File: config.mk
export PLATFORM = sky130hd
export DESIGN_NAME = pc_gen
export DESIGN_NICKNAME = d
export VERILOG_FILES = /design/src/rtl/pc_gen.sv
export SDC_FILE = /design/constraint.sdc
export NUM_CORES = 1
export LEC_CHECK = 0
export ABC_AREA = 1
export BUFFER_PORTS_ARGS = -buffer_cell sky130_fd_sc_hd__buf_4
export CAP_MARGIN = 20
export CORE_MARGIN = 2
export CORE_UTILIZATION = 57
export CTS_BUF_LIST = sky130_fd_sc_hd__clkbuf_8
export CTS_CLUSTER_DIAMETER = 120
export DETAILED_ROUTE_END_ITERATION = 6
export PLACE_DENSITY_LB_ADDON = 0.05
export SLEW_MARGIN = 25
export SYNTH_ARGS = -nofsm -noshare
export SYNTH_HDL_FRONTEND = slang
export SYNTH_SLANG_ARGS = --single-unit
File: constraint.sdc
create_clock -name clk -period 3.2 [get_ports clk]
set_input_delay 0.48 -clock clk [delete_from_list [all_inputs] [get_ports clk]]
set_output_delay 0.48 -clock clk [all_outputs]
set_load 0.05 [all_outputs]
File: src/rtl/pc_gen.sv
`default_nettype none
// +--------------------------------------------------------------------+
// | pc_gen : program counter with trap/branch/call redirect and a RAS  |
// | rev 1.0                                                            |
// +--------------------------------------------------------------------+
`ifndef BRANCH
`define BRANCH 7'b1100011
`endif

module pc_gen #(
  parameter int unsigned     XLEN      = 32,
  parameter int unsigned     STEP      = 1,
  parameter logic [XLEN-1:0] RESET_VEC = '0,
  parameter logic [XLEN-1:0] TRAP_VEC  = XLEN'(32'h0000_0100),
  parameter int unsigned     RAS_DEPTH = 4
) (
  input  logic            clk,
  input  logic            rst_n,
  input  logic            stall,
  input  logic            trap,
  input  logic [6:0]      op,
  input  logic            br_taken,
  input  logic            is_call,
  input  logic            is_ret,
  input  logic [XLEN-1:0] addr,
  output logic [XLEN-1:0] pc,
  output logic [XLEN-1:0] pc_next,
  output logic            ras_empty,
  output logic            ras_full,
  output logic            ras_ovf,
  output logic            ras_unf
);

  localparam int unsigned         c_PTR_W = $clog2(RAS_DEPTH);
  localparam int unsigned         c_CNT_W = $clog2(RAS_DEPTH + 1);
  localparam logic [c_CNT_W-1:0]  c_FULL  = c_CNT_W'(RAS_DEPTH);
  localparam logic [XLEN-1:0]     c_STEP  = XLEN'(STEP);
  localparam logic [6:0]          c_BR_OP = `BRANCH;

  logic [XLEN-1:0]    r_pc;
  logic [XLEN-1:0]    r_ras [RAS_DEPTH];
  logic [c_PTR_W-1:0] r_top;
  logic [c_CNT_W-1:0] r_cnt;
  logic               r_ovf;
  logic               r_unf;

  logic [XLEN-1:0]    w_seq;
  logic [c_PTR_W-1:0] w_top_inc;
  logic               w_empty;
  logic               w_full;
  logic               w_call;
  logic               w_ret;
  logic               w_push;
  logic               w_pop;
  logic               w_replace;

  assign w_seq     = r_pc + c_STEP;
  assign w_top_inc = r_top + c_PTR_W'(1);
  assign w_empty   = (r_cnt == '0);
  assign w_full    = (r_cnt == c_FULL);

  // Call/return only take effect on cycles that actually retire (no trap, no stall).
  assign w_call    = is_call && !trap && !stall;
  assign w_ret     = is_ret  && !trap && !stall;
  assign w_replace = w_call && w_ret && !w_empty;
  assign w_push    = w_call && !w_replace;
  assign w_pop     = w_ret && !w_empty && !w_call;

  always_comb begin
    pc_next = w_seq;
    if (trap)                          pc_next = TRAP_VEC;
    else if (stall)                    pc_next = r_pc;
    else if (is_ret && !w_empty)       pc_next = r_ras[r_top];
    else if (is_ret)                   pc_next = addr;
    else if (op == c_BR_OP && br_taken) pc_next = addr;
    else if (is_call)                  pc_next = addr;
  end

  always_ff @(posedge clk or negedge rst_n) begin
    if (!rst_n) begin
      r_pc  <= RESET_VEC;
      r_top <= '0;
      r_cnt <= '0;
      r_ovf <= 1'b0;
      r_unf <= 1'b0;
    end else begin
      r_pc <= pc_next;
      if (w_push) begin
        r_top <= w_top_inc;
        if (w_full) r_ovf <= 1'b1;
        else        r_cnt <= r_cnt + c_CNT_W'(1);
      end else if (w_pop) begin
        r_top <= r_top - c_PTR_W'(1);
        r_cnt <= r_cnt - c_CNT_W'(1);
      end
      if (w_ret && w_empty) r_unf <= 1'b1;
    end
  end

  // Entry storage carries no reset; validity is tracked solely by r_cnt.
  always_ff @(posedge clk) begin
    if (w_push)         r_ras[w_top_inc] <= w_seq;
    else if (w_replace) r_ras[r_top]     <= w_seq;
  end

  assign pc        = r_pc;
  assign ras_empty = w_empty;
  assign ras_full  = w_full;
  assign ras_ovf   = r_ovf;
  assign ras_unf   = r_unf;

endmodule

`default_nettype wire

==> flow_summary.ini <==
[die]
fp.dieArea_mm2 = 0.0156
top_level_ports = 114
rows = 44
initial_utilization = 0.579
die_h_um = 125
core_area_mm2 = 0.0144
die_width_um = 125

[critical_path]
critical_path_peak_fanout = 16
r2r.worst_path.cells = 9
setup.worst_path.end_class = output port
worst_r2r_endpoint = r_ras[3][12]$_DFFE_PP_
r2r_start = r_cnt[0]$_DFFE_PN0P_
r2r_slack_ns = 0.69
worst_setup_path_category = flop to output port
worst-endpoint-required_ns = 2.72
critPathArrivalTime_ns = 2.57
crit_path_start_kind = flop

[detailed_routing]
vias = 6788
route.layer.met1.wl_mm = 9.50
via_per_inst = 5.51
final_antenna_net_count = 0
drt_first_pass_iters = 5
met3_length_mm = 2.51
top_metal_layer_carrying_routed_signals = met4
mean_routed_wirelength_per_cell_um = 17.4
detailedRoute.firstIterationViolations = 647
wl_met2_mm = 8.98
route.final.wire_length_mm = 21.4
remaining_drc_errors = 0

[finish]
postLayoutCoreUtil = 0.679
drive_above_1_share = 0.201
area_delta_synth_final_pct = 17.3
nets = 1084
num_antenna_cells = 0

[synth]
synth_top_cells_by_area = edfxtp_1 (46%), nand2_1 (13%), dfrtp_1 (12%), nor2_1 (4.4%), o21ai_0 (4.3%)
synthDominantCellAreaShare = 0.460
yosysSeqAreaShare = 0.577
async_reset_ff_frac = 0.234
syn_area_per_cell_um2 = 9.05
ys_ff_latch = 167
synth_area_leader_cell = edfxtp_1
yosys_warnings = 0
syn-cell-area_mm2 = 0.00835
top_flip_flop_cell_by_instance_count_after_synthesis = edfxtp_1
netlist-cell-type-count = 38
synth-edff-count = 128
postSynthNetCount = 971
syn-instance-count = 923

[placement]
port_buffers = 113
place_congestion = 0.924
dpl_worst_slack_ns = 0.439
dpl.hpwl_mm = 15.3

[clocking]
max-clock-path-buffers = 2
root_buffer = clkbuf_8
cts_htree_levels = 4
clkTransAtPathRegs_ns = 0.08
clk_latency_ns = 0.45
clkSinkCount = 167
tritoncts = yes
cts_inserted_buffers = 17

[global_routing]
grt_overflow = 0
grt_usage = 0.281
grt_max_degree = 62
grt_antenna_before_repair = 0
grt_pass1_vias = 6230
first_pass_grt_wire_length_mm = 33.9

[timing]
timing.final.crit_period_ns = 3.05
timing.final.setup_violations = 0
drv_slew = 0
fin_ws_ns = 0.149
maxSlewHeadroom = 0.602
final.period_utilization = 0.953
rsz_0062_raised_after_global_routing = false
hold_violations = 0
worst_slew_pin_slew_ns = 0.596
finalSetupTns_ns = 0
fmax_ghz = 0.328
largest_clock_skew_in_the_final_design_ns = 0.0134

[power]
vdd.ir_drop.worst_uv = 442
powerDensity_mw_per_mm2 = 705
total_leakage_power_nw = 4.22

[worst_hold_path]
hold_path_class = primary input to flop
min_delay_path_depth = 3
hold_path_startpoint = trap
worst_hold_path.endpoint = pc[8]$_DFF_PN0_

[run_status]
run_status = complete, no violations

[flow_run]
max_cap_violations = 0
metal layers:
layer | GRT usage | vias to the layer above
met5 | 0 | -
met4 | 0.0843 | 0
met3 | 0.0591 | 38
met2 | 0.390 | 373
met1 | 0.447 | 3112
li1 | - | 3265
metrics by stage:
step | hold WS (ns) | area (µm²) | power [mW] | instances
6_report | 0.290 | 9800 | 6.90 | 1231
5_1_grt | 0.286 | 9800 | 7.28 | 1231
4_1_cts | 0.267 | 9800 | 6.90 | 1231
3_5_place_dp | 0.450 | 9420 | 5.49 | 1200
3_3_place_gp | 0.443 | 9420 | 5.46 | 1200
2_1_floorplan | 0.184 | 8350 | 4.60 | 923
synthesized netlist by cell type (3+ instances only):
cell,n
a21oi_1,26
a21oi_2,9
buf_2,16
buf_6,3
clkbuf_1,18
dfrtp_1,39
edfxtp_1,128
inv_1,72
inv_2,3
nand2_1,286
nand2_2,9
nand2_4,3
nand3_1,55
nand3b_1,8
nor2_1,99
nor2_2,5
nor2_4,10
nor3_1,3
o211ai_1,5
o21ai_0,72
o21ai_1,8
o22ai_1,10
xnor2_1,9
xor2_1,9
where the power goes:
| part | total [mW] | leakage (nW) | switching [mW] | internal, mW |
|---|---|---|---|---|
| Combinational | 2.74 | 2.37 | 1.97 | 0.769 |
| Clock | 1.42 | 0.181 | 0.744 | 0.679 |
| Sequential | 2.74 | 1.67 | 0.150 | 2.59 |
| Total | 6.90 | 4.22 | 2.86 | 4.04 |
worst max-delay path, stage by stage, from the launching register on:
cell and delay, ns:
dfrtp_1 0.38, inv_1 0.29, buf_4 0.31, o21ai_0 0.14
o22ai_1 0.36, o21ai_1 0.15, a21oi_1 0.24, buf_4 0.25
state kept, by name, indices dropped and copies added, names as in the netlist:
signal and count:
ras_unf 1, r_ras 128, r_top 2, ras_ovf 1, pc 32, r_cnt 3
final cells by class:
| class | count | area, µm² |
|---|---|---|
| clock buffer | 17 | 234 |
| clock inverter | 13 | 130 |
| fill | 1214 | 4630 |
| inverter | 75 | 284 |
| multi-input combinational | 641 | 3060 |
| sequential | 167 | 4820 |
| tap | 184 | 230 |
| timing repair buffer | 134 | 1030 |
layout by cell type (no fill, tap or decap), types with 10 or more instances in the layout:
master / count
clkbuf_8: 17
edfxtp_1: 128
dfrtp_1: 39
o22ai_1: 10
a21oi_1: 26
buf_4: 131
nand2_1: 286
nand3_1: 55
nor2_1: 95
inv_1: 73
nor2_4: 10
o21ai_0: 72
cell families after synthesis:
kind of cell,count (synthesis),share of synthesized area
simple gates,483,0.250
flops,167,0.577
compound gates,137,0.0915
buf+inv,115,0.0572
xor+xnor,18,0.0189
fa+ha+maj,2,0.00389
mux,1,0.00135
what timing repair did:
item / 4_1_cts / 5_1_grt
endpoints found under the hold margin: 34 / 0
endpoints found under the setup margin: 1 / 0
hold buffers: 1 / 0
gates resized for setup: 1 / 0
setup buffers: 0 / 0
worst max-delay path by stage:
stage	from	endpoint	depth (start not counted)	slack (ns)
2_1_floorplan	stall	r_ras[1][0]$_DFFE_PP_	8	0.11
3_3_place_gp	is_ret	r_ras[2][22]$_DFFE_PP_	8	0.50
3_5_place_dp	is_ret	r_ras[2][22]$_DFFE_PP_	8	0.44
4_1_cts	pc[0]$_DFF_PN0_	pc_next[18]	12	0.15
5_1_grt	pc[0]$_DFF_PN0_	pc_next[18]	12	0.01
6_report	r_top[1]$_DFFE_PN0P_	pc_next[2]	7	0.15
No activity file was read; power rests on OpenSTA's default activity.
